[src/rtl/indicator_pulse_driver.sv]
// rtl/indicator_pulse_driver.sv - turns 1-cycle event pulses into timed blink/beep patterns
// One-deep pending slot; extra requests while the slot is full are dropped.
module indicator_pulse_driver #(
  parameter int CLK_FREQUENCY = 40_000_000,
  parameter int ON_HZ         = 4,
  parameter int OFF_HZ        = 4,
  parameter int GAP_HZ        = 1,
  parameter int COUNT_WIDTH   = 26
) (
  input  logic       clk,
  input  logic       reset,
  input  logic       trigger,
  input  logic [3:0] count_in,
  output logic       out_signal,
  output logic       busy,
  output logic       pending,
  output logic       dropped
);

  localparam logic [1:0] IDLE = 2'd0;
  localparam logic [1:0] ON   = 2'd1;
  localparam logic [1:0] OFF  = 2'd2;
  localparam logic [1:0] GAP  = 2'd3;

  localparam logic [COUNT_WIDTH-1:0] ON_LAST  = COUNT_WIDTH'(CLK_FREQUENCY / ON_HZ - 1);
  localparam logic [COUNT_WIDTH-1:0] OFF_LAST = COUNT_WIDTH'(CLK_FREQUENCY / OFF_HZ - 1);
  localparam logic [COUNT_WIDTH-1:0] GAP_LAST = COUNT_WIDTH'(CLK_FREQUENCY / GAP_HZ - 1);

  logic [1:0]             state;
  logic [COUNT_WIDTH-1:0] counter;
  logic [3:0]             remaining;
  logic [3:0]             pending_count;
  logic                   valid;
  logic                   gap_done;

  assign valid    = trigger && (count_in != 4'd0);
  assign gap_done = (state == GAP) && (counter >= GAP_LAST);

  always_ff @(posedge clk or negedge reset) begin
    if (!reset) begin
      state         <= IDLE;
      counter       <= '0;
      remaining     <= 4'd0;
      pending_count <= 4'd0;
      out_signal    <= 1'b0;
      busy          <= 1'b0;
      pending       <= 1'b0;
      dropped       <= 1'b0;
    end else begin
      dropped <= 1'b0;

      case (state)
        IDLE: begin
          if (valid) begin
            state      <= ON;
            remaining  <= count_in;
            counter    <= '0;
            out_signal <= 1'b1;
            busy       <= 1'b1;
          end
        end
        ON: begin
          if (counter >= ON_LAST) begin
            state      <= OFF;
            counter    <= '0;
            out_signal <= 1'b0;
          end else begin
            counter <= counter + 1'b1;
          end
        end
        OFF: begin
          if (counter >= OFF_LAST) begin
            counter <= '0;
            if (remaining > 4'd1) begin
              remaining  <= remaining - 4'd1;
              state      <= ON;
              out_signal <= 1'b1;
            end else begin
              state <= GAP;
            end
          end else begin
            counter <= counter + 1'b1;
          end
        end
        GAP: begin
          if (gap_done) begin
            counter <= '0;
            if (pending) begin
              remaining  <= pending_count;
              state      <= ON;
              out_signal <= 1'b1;
            end else if (valid) begin
              remaining  <= count_in;
              state      <= ON;
              out_signal <= 1'b1;
            end else begin
              state <= IDLE;
              busy  <= 1'b0;
            end
          end else begin
            counter <= counter + 1'b1;
          end
        end
        default: begin
          state      <= IDLE;
          counter    <= '0;
          out_signal <= 1'b0;
          busy       <= 1'b0;
        end
      endcase

      // On the final gap cycle the queued request starts and a new one takes its slot.
      if (valid && state != IDLE) begin
        if (gap_done) begin
          if (pending) pending_count <= count_in;
        end else if (!pending) begin
          pending       <= 1'b1;
          pending_count <= count_in;
        end else begin
          dropped <= 1'b1;
        end
      end else if (gap_done && pending) begin
        pending <= 1'b0;
      end
    end
  end

endmodule

[config.mk]
export PLATFORM = sky130hd
export DESIGN_NAME = indicator_pulse_driver
export DESIGN_NICKNAME = d
export VERILOG_FILES = /design/src/rtl/indicator_pulse_driver.sv
export SDC_FILE = /design/constraint.sdc
export NUM_CORES = 1
export LEC_CHECK = 0
export BUFFER_PORTS_ARGS = -buffer_cell sky130_fd_sc_hd__buf_2
export CAP_MARGIN = 20
export CORE_MARGIN = 3
export CORE_UTILIZATION = 55
export CTS_CLUSTER_DIAMETER = 120
export DETAILED_ROUTE_END_ITERATION = 6
export PLACE_DENSITY_LB_ADDON = 0.2
export SYNTH_ARGS = -nofsm -noshare
export SYNTH_HDL_FRONTEND = slang
export SYNTH_SLANG_ARGS = --single-unit
[constraint.sdc]
create_clock -name clk -period 2.3 [get_ports clk]
set_input_delay 0.46 -clock clk [delete_from_list [all_inputs] [get_ports clk]]
set_output_delay 0.46 -clock clk [all_outputs]
set_load 0.05 [all_outputs]
# --- Word level (Yosys, flattened, before mapping) ---
# Cells that the tools add are included.
totals:
  reg_bits: 40
  inputBits: 7
  output_inout_bits: 4
  elab_cells: 82
op_classes:
  add_sub_neg: 2
  n_lt_le_gt_ge: 3
  n_eq_ne: 13
  n_mux: 39
  n_reduce_logical: 17
op_table:
  columns: ["operator", "count"]
  rows:
  - ["26-bit two-way mux", 3]
  - ["26-bit case mux with 3 select lines", 1]
  - ["4-bit two-way mux", 8]
  - ["26-bit by 1-bit adder with 26-bit output (second input constant)", 1]
  - ["26-bit by 24-bit greater-or-equal comparator with 1-bit output (second input constant)", 1]
  - ["26-bit greater-or-equal comparator (second input constant)", 1]
  - ["1-bit two-way mux", 18]
  - ["2-bit inequality test (second input constant)", 9]
  - ["4-bit case mux with 3 select lines", 1]
  - ["4-bit AND reduction", 3]
  - ["2-bit two-way mux", 5]
  - ["2-bit case mux with 4 select lines", 1]
  - ["2-bit nonzero test", 3]
  - ["5-bit AND reduction", 1]
  - ["2-bit equality test (second input constant)", 2]
  - ["4-bit by 1-bit greater-than comparator with 1-bit output (second input constant)", 1]
  - ["1-bit logical AND", 4]
  - ["1-bit case mux with 4 select lines", 1]
  - ["4-bit nonzero test", 1]
  - ["4-bit by 1-bit subtractor with 4-bit output (second input constant)", 1]
  - ["3-bit AND reduction", 1]
  - ["3-bit nonzero test", 1]
  - ["2-bit by 1-bit equality test with 1-bit output (second input constant)", 1]
  - ["2-bit zero test", 1]
  - ["other kinds (4)", 4]

# --- Logic depth before layout (Yosys ltp) ---
depth:
  depth_word: 6
  depth_mapped: 9

# --- Worst setup path before layout ---
# No wires, ideal clock.
synth_timing:
  path_type: "reg-to-reg"
  from: "register counter[0]"
  to: "register pending_count[0]"
  setup_time_ns: 0.125
  arrival_ns: 2.112
  path_slack_ns: 0.064
  stages_incl_launch_ff: 9
  path_buffers: 0
  cell_sequence: "dfrtp_1 > ha_1 > nand4_1 > o21bai_1 > and4b_1 > o21ai_0 > ha_1 > and2_0 > mux2_2"
synth_between:
  elab_chain_cells: 4
synth_lines:
  columns: ["element", "line_no", "source"]
  rows:
  - ["start, declared", "30", "logic [COUNT_WIDTH-1:0] counter;"]
  - ["start signal, assigned", "68", "counter <= counter + 1'b1;"]
  - ["start signal, assigned", "82", "counter <= counter + 1'b1;"]
  - ["start signal, assigned", "101", "counter <= counter + 1'b1;"]
  - ["26-bit greater-or-equal comparator (*)", "37", "assign gap_done = (state == GAP) && (counter >= GAP_LAST);"]
  - ["1-bit logical AND (*)", "37", null]
  - ["2-bit by 1-bit inequality test with 1-bit output (no source line) or 2-bit inequality test (tied branches)", null, null]
  - ["3-bit AND reduction (no source line)", null, null]
  - ["end signal, assigned", "115", "if (pending) pending_count <= count_in;"]
  - ["end signal, assigned", "118", "pending_count <= count_in;"]
  - ["end, declared", "32", "logic [3:0] pending_count;"]
# Mark *: on every way between the ends. The rest lies on a longest branch, timed or not.
# A chain may end at the register's enable or synchronous reset.

# --- Worst setup path after layout ---
layout_timing:
  from: "register counter[16]"
  to: "register counter[7]"
layout_between:
  elab_chain_cells: 4
layout_lines:
  columns: ["element", "line_no", "source"]
  rows:
  - ["26-bit greater-or-equal comparator", "37", null]
  - ["1-bit logical AND", "37", null]
  - ["26-bit two-way mux", "86", "if (gap_done) begin"]
  - ["26-bit case mux with 3 select lines (*)", "52", "case (state)"]
# Marked as above.

==> summary.txt <==
Outcome
  • Status: completed

Job
  • Max cap viols: 0

Clocking
  • Clock latency on the worst-skew pair: 0.29 ns
  • Htree depth: 2
  • Root Buffer: clkbuf_8
  • TritonCTS clock tree: built
  • Clock tree buffer depth: 2
  • CTS Sinks: 40
  • Total CTS buffers: 5
  • Clk slew on worst S/H paths: 0.08 ns
  • Post-CTS Hold Fix Bufs: 0

Logic synthesis
  • Post-synthesis cell type count: 58
  • Cell with the most instances after synthesis: dfrtp_1
  • Post-synth top area cell: dfrtp_1
  • Ys Warns: 0
  • Synth area leaders: dfrtp_1 36%, ha_1 4.5%, a221o_1 4.3%, nand3_1 3.2%, nor2_1 2.5%
  • Main synth FF type: dfrtp_1
  • Top-area cell type share of the netlist area: 35.7%
  • #FFs+latches synth: 40
  • Synth top cells by count: 40 x dfrtp_1, 19 x nor2_1, 18 x nand2_1, 18 x nand3_1, 16 x inv_1
  • Syn Nets: 320
  • Sequential-to-total area share from yosys stat: 35.7%
  • Post-synthesis area per instance: 9.24 µm²
  • Ys async rst share: between 90% and 100%
  • Post-synth EDFFs: 0
  • Netlist Area Pre-Place: 2800 µm²
  • Cells after Synth: 303

Route
  • Vias: 2618
  • Final wirelength: 7240 µm
  • WL/cell: 17.5 µm
  • Remaining DRCs: 0
  • Final antenna-violating net count: 0
  • Vias per inst: around 6.3
  • Drt pass-1 iters: 5
  • Initial drt markers: 261

Place
  • Placer Congestion: 0.946
  • Post-placement cell area: 3130 µm²
  • Port bufs: 10
  • HPWL after detailed placement: roughly 5200 µm

Global route
  • First-pass GRT wire length: 11700 µm
  • Largest net degree at the start of global routing: 24
  • GR Overflow Total: 0
  • Vias in the first global route: 2425
  • Total global-route track usage: 24.2%
  • Initial antenna violation count: 0

STA
  • # setup viols final: 0
  • RSZ-0062 raised after global routing: true
  • Hold Vio Cnt, Final: 0
  • Post-route minimum period: 2.24 ns
  • Period utilisation layout: 97.4%
  • Worst Skew: 0.00362 ns
  • Worst-Margin Slew: 0.563 ns
  • Max Slew Vio Count: 0
  • Slew HR: 62.1%
  • Max frequency: 447 MHz

Pwr
  • Switch Pwr: just over 0.0003 W
  • Sw Ratio: between 20% and 30%
  • Sequential Power Share: 53.1%
  • Worst IR drop on VDD: 0.477 mV
  • Internal Pwr Total: around 0.0011 W
  • Leakage Power: 1.47 nW
  • Clock Power Share: a little over two fifths
  • Combinational share of power: 4.8%
  • Pwr dens: 408 nW/µm²

Floorplanning
  • Die Y: 77.4 µm
  • Initial Utilization: 58.1%
  • I/O Pins: 11
  • Die width: ~77 µm
  • Rows: 25
  • Core area: 4820 µm²
  • Die area: between 5000 and 6000 µm²

Finish
  • Fin nets: 362
  • Layout cell share with drive strength beyond 1: 27.2%
  • Core Util, Final: 69.6%
  • ANT cells: 0
  • Area delta synth->final: 19.8%
  • Design area: 3350 µm²

Setup path
  • Required time of the critical path: roughly 2.5 ns
  • CP Cell Sequence: or4b_4 -> nor4_4 -> nand4_1 -> nand4_4 -> buf_4 -> a21oi_4 -> a221o_1
  • Crit Path Max Fanout: 7
  • WS Path Type: reg -> reg
  • Top delay family on crit path: simple AND/OR/NAND/NOR gates
  • CP Data Arrival Time: 2.41 ns
  • Worst path slowest cell: or4b_4
  • Crit. End Element: flip-flop
  • Worst stage delay on the critical path: ~0.57 ns
  • Crit start category: flip-flop
  • CP Buf/Inv Count: 1

Min path
  • HP Class: in -> async
## power groups by stage
stage	logic, W	registers [W]	clock network [W]
finish	0.0000658	0.000727	0.000577
detailed placement	0.0000669	0.000741	0
global route	0.0000736	0.000729	0.000614
global placement	0.0000652	0.000740	0
floorplan	0.0000294	0.000742	0
CTS	0.0000671	0.000727	0.000583
## flip-flops by register name (all words and copies together), names as in the netlist
register	cells
pending	1
busy	1
remaining	4
pending_count	4
state	2
dropped	1
counter	26
out_signal	1
## timing repair
action,in CTS,in global routing
resized for setup,4,17
buffers inserted,2,1
setup endpoints to repair,18,30
cloned,0,1
pin swaps,2,5
## stage by stage
stage	cells	setup slack (ns)	hold slack (ns)	power, W	TNS [ns]
floorplan	303	0.0636	0.164	0.000771	0
global placement	401	-0.00873	0.468	0.000805	-0.0236
detailed placement	401	-0.0706	0.476	0.000808	-0.749
CTS	411	0.00286	0.156	0.00138	0
global route	413	-0.0222	0.173	0.00142	-0.0603
finish	413	0.0605	0.147	0.00137	0
## path summary, 6_finish.rpt
path | startpoint | endpoint | slack (ns) | cells after the start
max | counter[16]$_DFFE_PN0N_ | counter[7]$_DFFE_PN0N_ | 0.06 | 7
min | reset | counter[14]$_DFFE_PN0N_ | 0.15 | 1
max reg2reg | counter[16]$_DFFE_PN0N_ | counter[7]$_DFFE_PN0N_ | 0.06 | 7
min reg2reg | out_signal$_DFFE_PN0P_ | out_signal$_DFFE_PN0P_ | 0.53 | 1
max in group asynchronous | reset | counter[11]$_DFFE_PN0N_ | 1.59 | 2
min in group clk | count_in[2] | pending_count[2]$_DFFE_PN0P_ | 0.45 | 2
## worst reg2reg max path, cell delays in order, from the launching register on
cell     delay (ns)
dfrtp_1        0.43
or4b_4         0.57
nor4_4         0.13
nand4_1        0.19
nand4_4        0.19
buf_4          0.17
a21oi_4        0.10
a221o_1        0.34
## cells by family after synthesis
kind of cell,count (synthesis),synth area share [%]
compound gates,97,28.5
xor+xnor,2,0.626
fa+ha+maj,10,4.47
buf+inv,41,7.46
flops,40,35.7
mux,6,2.41
simple gates,107,20.8
## layout by cell type, fill, tap and decap left out, drive strengths merged, types with 3 or more instances in the layout
master and instances:
a2111oi 8, a211o 3, a21o 8, a21oi 16, a221o 12, a221oi 7, a222oi 3, a22o 3
and2 7, buf 59, clkbuf 6, dfrtp 40, ha 10, inv 16, mux2 6, nand2 18
nand3 18, nand4 12, nor2 19, nor3 6, nor4 6, o21ai 14, o2bb2ai 4, or3 9
## area by class of cell
cell class	count	area [µm²]
Clock buffer	6	72.6
Inverter	16	60.1
Sequential cell	40	1000
Multi-Input combinational cell	223	1680
Fill cell	418	1460
Timing Repair Buffer	59	422
Tap cell	67	83.8
Clock inverter	2	35.0
## metal layers
metal / wire [µm] / track usage, % / part of all wire, %
met5: 0 / 0 / 0
met4: 57 / 6.23 / 0.79
met3: 336 / 3.48 / 4.6
met2: 3560 / 40.7 / 49
met1: 3290 / 32.7 / 45
(Power assumes the default switching activity.)
